**config.mk**
```make
export PLATFORM = sky130hd
export DESIGN_NAME = apu_mixer
export DESIGN_NICKNAME = d
export VERILOG_FILES = /design/src/rtl/apu_pkg.sv /design/src/rtl/apu_mix_scaler.sv /design/src/rtl/apu_mixer.sv
export SDC_FILE = /design/constraint.sdc
export NUM_CORES = 1
export LEC_CHECK = 0
export BUFFER_PORTS_ARGS = -buffer_cell sky130_fd_sc_hd__buf_2
export CAP_MARGIN = 20
export CORE_MARGIN = 2
export CORE_UTILIZATION = 50
export DETAILED_ROUTE_END_ITERATION = 16
export PLACE_DENSITY_LB_ADDON = 0.25
export SLEW_MARGIN = 20
export SYNTH_ARGS = -nofsm -noshare
export SYNTH_HDL_FRONTEND = slang
export SYNTH_SLANG_ARGS = --single-unit
```
**constraint.sdc**
```tcl
create_clock -name ac97_bitclk -period 9.3 [get_ports ac97_bitclk]
set_clock_uncertainty 0.05 [all_clocks]
set_input_delay 0.93 -clock ac97_bitclk [delete_from_list [all_inputs] [get_ports ac97_bitclk]]
set_output_delay 0.93 -clock ac97_bitclk [all_outputs]
set_load 0.02 [all_outputs]
```
**src/rtl/apu_pkg.sv**
```systemverilog
// apu_mixer shared types, constants and helpers.
// State enum, centre level and accumulator sizing.
package apu_pkg;

  typedef enum logic [1:0] {
    IDLE,
    ACCUM,
    SCALE,
    OUT
  } mix_state_e;

  localparam int LEVEL_MID = 15;

  // Sign + 5-bit centred value + one bit of growth per channel doubling.
  function automatic int acc_width(input int n);
    return 6 + $clog2(n);
  endfunction

endpackage

```
**src/rtl/apu_mix_scaler.sv**
```systemverilog
// apu_mixer volume scaler: acc * (vol+1) <<< OUT_SHIFT, reduced to OUT_W.
// Clamps when APU_MIXER_SATURATE_EN is defined, otherwise wraps.
module apu_mix_scaler #(
  parameter int ACC_W     = 8,
  parameter int OUT_W     = 16,
  parameter int OUT_SHIFT = 6
) (
  input  logic signed [ACC_W-1:0] acc,
  input  logic [2:0]              vol,
  input  logic                    en,
  output logic [OUT_W-1:0]        sample
);

  localparam int RAW_W  = ACC_W + 4 + OUT_SHIFT;
  localparam int FULL_W = (RAW_W > OUT_W) ? RAW_W : OUT_W + 1;

  logic signed [FULL_W-1:0] acc_x;
  logic signed [FULL_W-1:0] gain_x;
  logic signed [FULL_W-1:0] full;
  logic [FULL_W-OUT_W:0]    hi;
  logic                     fits;

  assign acc_x  = {{(FULL_W-ACC_W){acc[ACC_W-1]}}, acc};
  assign gain_x = FULL_W'({1'b0, vol}) + FULL_W'(1);
  assign full   = (acc_x * gain_x) <<< OUT_SHIFT;
  assign hi     = full[FULL_W-1:OUT_W-1];
  assign fits   = (hi == '0) || (hi == '1);

`ifdef APU_MIXER_SATURATE_EN
  // Clamp out-of-range results to the signed OUT_W extremes.
  always_comb begin
    sample = '0;
    if (en) begin
      if (fits)
        sample = full[OUT_W-1:0];
      else if (full[FULL_W-1])
        sample = {1'b1, {(OUT_W-1){1'b0}}};
      else
        sample = {1'b0, {(OUT_W-1){1'b1}}};
    end
  end
`else
  logic unused_fits;
  assign unused_fits = fits;

  // Keep only the low OUT_W bits (two's-complement wrap).
  always_comb begin
    sample = '0;
    if (en)
      sample = full[OUT_W-1:0];
  end
`endif

endmodule

```
**src/rtl/apu_mixer.sv**
```systemverilog
// apu_mixer: serial stereo mixer, one channel per clock, ac97_bitclk domain.
// Saturation of the scaled result is enabled by APU_MIXER_SATURATE_EN.
module apu_mixer
  import apu_pkg::*;
#(
  parameter int NUM_CH    = 4,
  parameter int LEVEL_W   = 4,
  parameter int OUT_W     = 16,
  parameter int OUT_SHIFT = 6
) (
  input  logic                      ac97_bitclk,
  input  logic                      reset_b,
  input  logic [NUM_CH*LEVEL_W-1:0] ch_level,
  input  logic [NUM_CH-1:0]         so1_ch_enable,
  input  logic [NUM_CH-1:0]         so2_ch_enable,
  input  logic [2:0]                so1_output_level,
  input  logic [2:0]                so2_output_level,
  input  logic                      master_sound_enable,
  input  logic                      sample_req,
  output logic [OUT_W-1:0]          right_sample,
  output logic [OUT_W-1:0]          left_sample,
  output logic                      sample_valid,
  output logic                      busy,
  output logic                      overrun
);

  localparam int ACC_W = acc_width(NUM_CH);
  localparam int IDX_W = (NUM_CH > 1) ? $clog2(NUM_CH) : 1;
  localparam logic [IDX_W-1:0] IDX_LAST = IDX_W'(NUM_CH - 1);

  mix_state_e state_q, state_d;

  logic [NUM_CH*LEVEL_W-1:0] lvl_q;
  logic [NUM_CH-1:0]         so1_q;
  logic [NUM_CH-1:0]         so2_q;
  logic [2:0]                vol1_q;
  logic [2:0]                vol2_q;
  logic                      master_q;
  logic [IDX_W-1:0]          idx_q;
  logic signed [ACC_W-1:0]   acc1_q;
  logic signed [ACC_W-1:0]   acc2_q;
  logic signed [ACC_W-1:0]   centred;
  logic [LEVEL_W-1:0]        level;
  logic [OUT_W-1:0]          scaled1;
  logic [OUT_W-1:0]          scaled2;
  logic                      accept;

  assign accept  = (state_q == IDLE) && sample_req;
  assign busy    = (state_q != IDLE);
  assign level   = lvl_q[int'(idx_q)*LEVEL_W +: LEVEL_W];
  assign centred = ACC_W'({1'b0, level, 1'b0}) - ACC_W'(LEVEL_MID);

  // State register.
  always_ff @(posedge ac97_bitclk) begin
    if (!reset_b)
      state_q <= IDLE;
    else
      state_q <= state_d;
  end

  // Next-state: accept, walk the channels, scale, present.
  always_comb begin
    state_d = state_q;
    unique case (state_q)
      IDLE:    if (sample_req) state_d = ACCUM;
      ACCUM:   if (idx_q == IDX_LAST) state_d = SCALE;
      SCALE:   state_d = OUT;
      OUT:     state_d = IDLE;
      default: state_d = IDLE;
    endcase
  end

  // Snapshot, accumulate, register outputs, track overrun.
  always_ff @(posedge ac97_bitclk) begin
    if (!reset_b) begin
      lvl_q        <= '0;
      so1_q        <= '0;
      so2_q        <= '0;
      vol1_q       <= '0;
      vol2_q       <= '0;
      master_q     <= 1'b0;
      idx_q        <= '0;
      acc1_q       <= '0;
      acc2_q       <= '0;
      right_sample <= '0;
      left_sample  <= '0;
      sample_valid <= 1'b0;
      overrun      <= 1'b0;
    end else begin
      sample_valid <= 1'b0;
      if (accept) begin
        lvl_q    <= ch_level;
        so1_q    <= so1_ch_enable;
        so2_q    <= so2_ch_enable;
        vol1_q   <= so1_output_level;
        vol2_q   <= so2_output_level;
        master_q <= master_sound_enable;
        idx_q    <= '0;
        acc1_q   <= '0;
        acc2_q   <= '0;
      end
      if (sample_req && state_q != IDLE)
        overrun <= 1'b1;
      if (state_q == ACCUM) begin
        if (so1_q[idx_q]) acc1_q <= acc1_q + centred;
        if (so2_q[idx_q]) acc2_q <= acc2_q + centred;
        idx_q <= idx_q + IDX_W'(1);
      end
      if (state_q == SCALE) begin
        right_sample <= scaled1;
        left_sample  <= scaled2;
        sample_valid <= 1'b1;
      end
    end
  end

  apu_mix_scaler #(
    .ACC_W     (ACC_W),
    .OUT_W     (OUT_W),
    .OUT_SHIFT (OUT_SHIFT)
  ) u_so1 (
    .acc    (acc1_q),
    .vol    (vol1_q),
    .en     (master_q),
    .sample (scaled1)
  );

  apu_mix_scaler #(
    .ACC_W     (ACC_W),
    .OUT_W     (OUT_W),
    .OUT_SHIFT (OUT_SHIFT)
  ) u_so2 (
    .acc    (acc2_q),
    .vol    (vol2_q),
    .en     (master_q),
    .sample (scaled2)
  );

endmodule

```
==> impl_results.md <==
- Post-DR wirelength/cell: 13.5 microns
- Pwr Density: 172 nW/um^2
- Mapped Cells: 631
- Std-Cell Rows: 38
- Worst Setup SP: vol1_q[0]$_SDFFE_PN0P_
- P_leak: 2.85 nW
- CTS tree: built
- Part of the power in combinational logic: 0.327
- Max frequency: 228 MHz
- Mapped cell area: 5490 sq um
- EDFF count, synth: 0
- Worst path slowest cell: a2111oi_0
- Clk sink count: 73
- Relative slew slack: 0.478
- Status: finished clean
- DRT Wirelength: 11.0 mm
- Clk root buf: clkbuf_8
- CTS Buf Count: 9
- Worst hold slack: 0.417 ns
- Area Growth Syn to Fin: 9.56%
- Share of layout cells above drive strength 1: 0.131
- Clk Latency, worst-skew pair: 0.35 ns
- Setup violations, final: 0
- Critical path launch point type: register
- Placer congestion estimate: 0.826
- Post-Place Worst Slack: 5.01 ns
- Critical Path Fanout Max: 12
- Cell repeated most along the worst path: ha_1
- Switching Fraction: 0.362
- Sequential power share: 0.378
- Drt first pass iters: 4
- Final setup margin: 4.91 ns
- Hold Path Class: register to register
- Netlist cell types: 49
- Final HPWL DP: 8.22 mm
- Non-Filler Instances: 814
- Synth Area per Inst: 8.71 sq um
- Clock slew at reported path FFs: 0.08 ns
- Final instance area: 6020 sq um
- Post-CTS Hold Buffers: 0
- Worst slew pin tran: 0.763 ns
- Internal Power: 661 uW
- Max stage delay on crit path: 0.70 ns
- # diodes: 0
- Port Buf Inserts: 56
- Post-synthesis register bit count: 73
- Overall die height: 109 microns
- Final Slew Violations: 0
- Initial core utilization: 0.509
- Starting DRC count in detailed routing: 165
- Post-route DRC: 0
- Async set-reset flop share out of synthesis: 0
- Number of global-route vias before repair: 4135
- Worst setup path endpoint: right_sample[13]$_SDFFE_PN0P_
- Io pins: 69
- Final hold vios: 0
- GRT Util Overall: 0.202
- RSZ-0062 raised after global routing: no
- First-pass GRT wire length: 19.0 mm
- Reg2reg setup slack: 4.91 ns
- Die ar.: 11800 sq um
- Post-synthesis sequential area ratio: 0.266
- Nets: 782
- Reg-to-reg critical path endpoint: right_sample[13]$_SDFFE_PN0P_
- # Max-Cap Violations: 0
- Kind of critical path: register to register
- Post-CTS Resized: 0
- Setup bufs post-CTS: 0
- VDD IR max: 0.177 mV
- Vias: 4182
- Number of routed nets with antenna violations: 0
- Total core area: 10800 sq um
- Die X: 109 microns
- Setup TNS: 0 ns
- Data arrival time of the worst path: 4.62 ns
- DP Area: 5780 sq um
- Setup crit end kind: register
- Pwr Total: 1.04 mW
- Period minus WS final: 4.39 ns
- Placed cells: 799
- Cell depth of the worst flop-to-flop path: 14
- Clock Path Buffers: 2
- GRT Residual Overflow: 0
- Worst r2r src: vol1_q[0]$_SDFFE_PN0P_
- Required time worst endpoint: 9.53 ns
- CP Cell Sequence: ha_1, xor2_1, and2_1, ha_1, inv_1, fa_1, fa_1, inv_1, ha_1, a2111oi_0, nor2_1, xor2_1, nand3_1, a21boi_0
- Clock network power share: 0.295
- Yosys warns: 0
- H-Tree Depth: 3
- Via density: 5.14
- Largest net degree at the start of global routing: 89
- Initial antenna violation count: 0
- Synth Flop Type: dfxtp_1
- NetSw: 375 uW
- Final Util: 0.558
- Final period util: 0.472
[cells by family (layout without fill, tap and decap cells)]
family                   after synthesis  count (layout)  share of synthesized area
buffers and inverters                 98             130                     0.0813
XOR/XNOR                              28              28                     0.0496
flip-flops                            73              73                      0.266
other                                  1              12                   0.000683
AND/OR/NAND/NOR                      228             228                      0.215
AO/OA/AOI/OAI                        115             115                      0.143
adder cells (fa/ha/maj)               78              78                      0.213
multiplexers                          10              10                     0.0319
[area by class of cell]
class / count / area [sq um]
tap: 140 / 175
inverter: 56 / 211
timing repair buffer: 59 / 303
sequential: 73 / 1460
clock buffer: 9 / 124
fill: 971 / 4770
multi-input combinational: 471 / 3630
clock inverter: 6 / 115
[power by group through the flow]
stage / logic (mW) / registers [mW] / clock network [mW]
floorplan: 0.285 / 0.383 / 0
global placement: 0.328 / 0.397 / 0
detailed placement: 0.339 / 0.400 / 0
CTS: 0.341 / 0.392 / 0.313
global route: 0.379 / 0.399 / 0.326
finish: 0.339 / 0.392 / 0.305
[critical path, delay by kind of cell (launching register included)]
family,cells,cell delay [ns]
DFF,1,0.54
and+or+nand+nor,3,0.40
adders and majority gates,5,1.74
xor gates and xnor gates,2,0.58
AOI/OAI and AO/OA,2,0.88
buffers and inverters,2,0.12
[state kept, by name (all words and copies together) (netlist names)]
| name | count |
|---|---|
| acc1_q | 8 |
| acc2_q | 8 |
| idx_q | 2 |
| left_sample | 10 |
| lvl_q | 16 |
| master_q | 1 |
| overrun | 1 |
| right_sample | 10 |
| sample_valid | 1 |
| so1_q | 4 |
| so2_q | 4 |
| state_q | 2 |
| vol1_q | 3 |
| vol2_q | 3 |
[routing by layer]
layer	vias to the layer above	global-route usage	part of all wire
met2	81	0.346	0.47
met4	0	0.0641	0.016
met1	1933	0.257	0.47
met3	16	0.0389	0.041
met5	-	0	0
li1	2152	-	-
[how the worst min path moves through the flow]
stage / from / end / slack [ns] / depth (start not counted)
6_report: lvl_q[13]$_SDFFE_PN0P_ / lvl_q[13]$_SDFFE_PN0P_ / 0.42 / 2
5_1_grt: so1_q[2]$_SDFFE_PN0P_ / so1_q[2]$_SDFFE_PN0P_ / 0.44 / 2
4_1_cts: lvl_q[12]$_SDFFE_PN0P_ / lvl_q[12]$_SDFFE_PN0P_ / 0.42 / 2
3_5_place_dp: lvl_q[12]$_SDFFE_PN0P_ / lvl_q[12]$_SDFFE_PN0P_ / 0.41 / 2
3_3_place_gp: lvl_q[8]$_SDFFE_PN0P_ / lvl_q[8]$_SDFFE_PN0P_ / 0.40 / 2
2_1_floorplan: so2_q[2]$_SDFFE_PN0P_ / so2_q[2]$_SDFFE_PN0P_ / 0.39 / 2
[Yosys cell counts, types with 6 or more instances]
master	number	area share
nand2_1	86	0.059
nor2b_1	21	0.024
a21o_1	6	0.0082
a22oi_1	6	0.0082
a21boi_0	34	0.046
dfxtp_1	73	0.27
o21a_1	8	0.011
ha_1	52	0.12
fa_1	26	0.095
nand2b_1	7	0.0080
a22o_1	6	0.0096
inv_1	54	0.037
clkbuf_1	22	0.015
a21oi_1	17	0.015
and2_1	57	0.065
nor2_1	12	0.0082
o21ai_0	17	0.015
mux4_2	6	0.025
xnor2_1	10	0.016
xor2_1	16	0.026
nand3_1	20	0.018
buf_4	14	0.019
[layout by cell type, fill, tap and decap left out, types with 20 or more instances in the layout]
cell	synthesis	layout
ha_1	52	52
nor2b_1	21	21
dfxtp_1	73	73
buf_2	2	56
nand3_1	20	20
nand2_1	86	86
a21boi_0	34	34
and2_1	57	57
fa_1	26	26
inv_1	54	54
(Power assumes the default switching activity.)
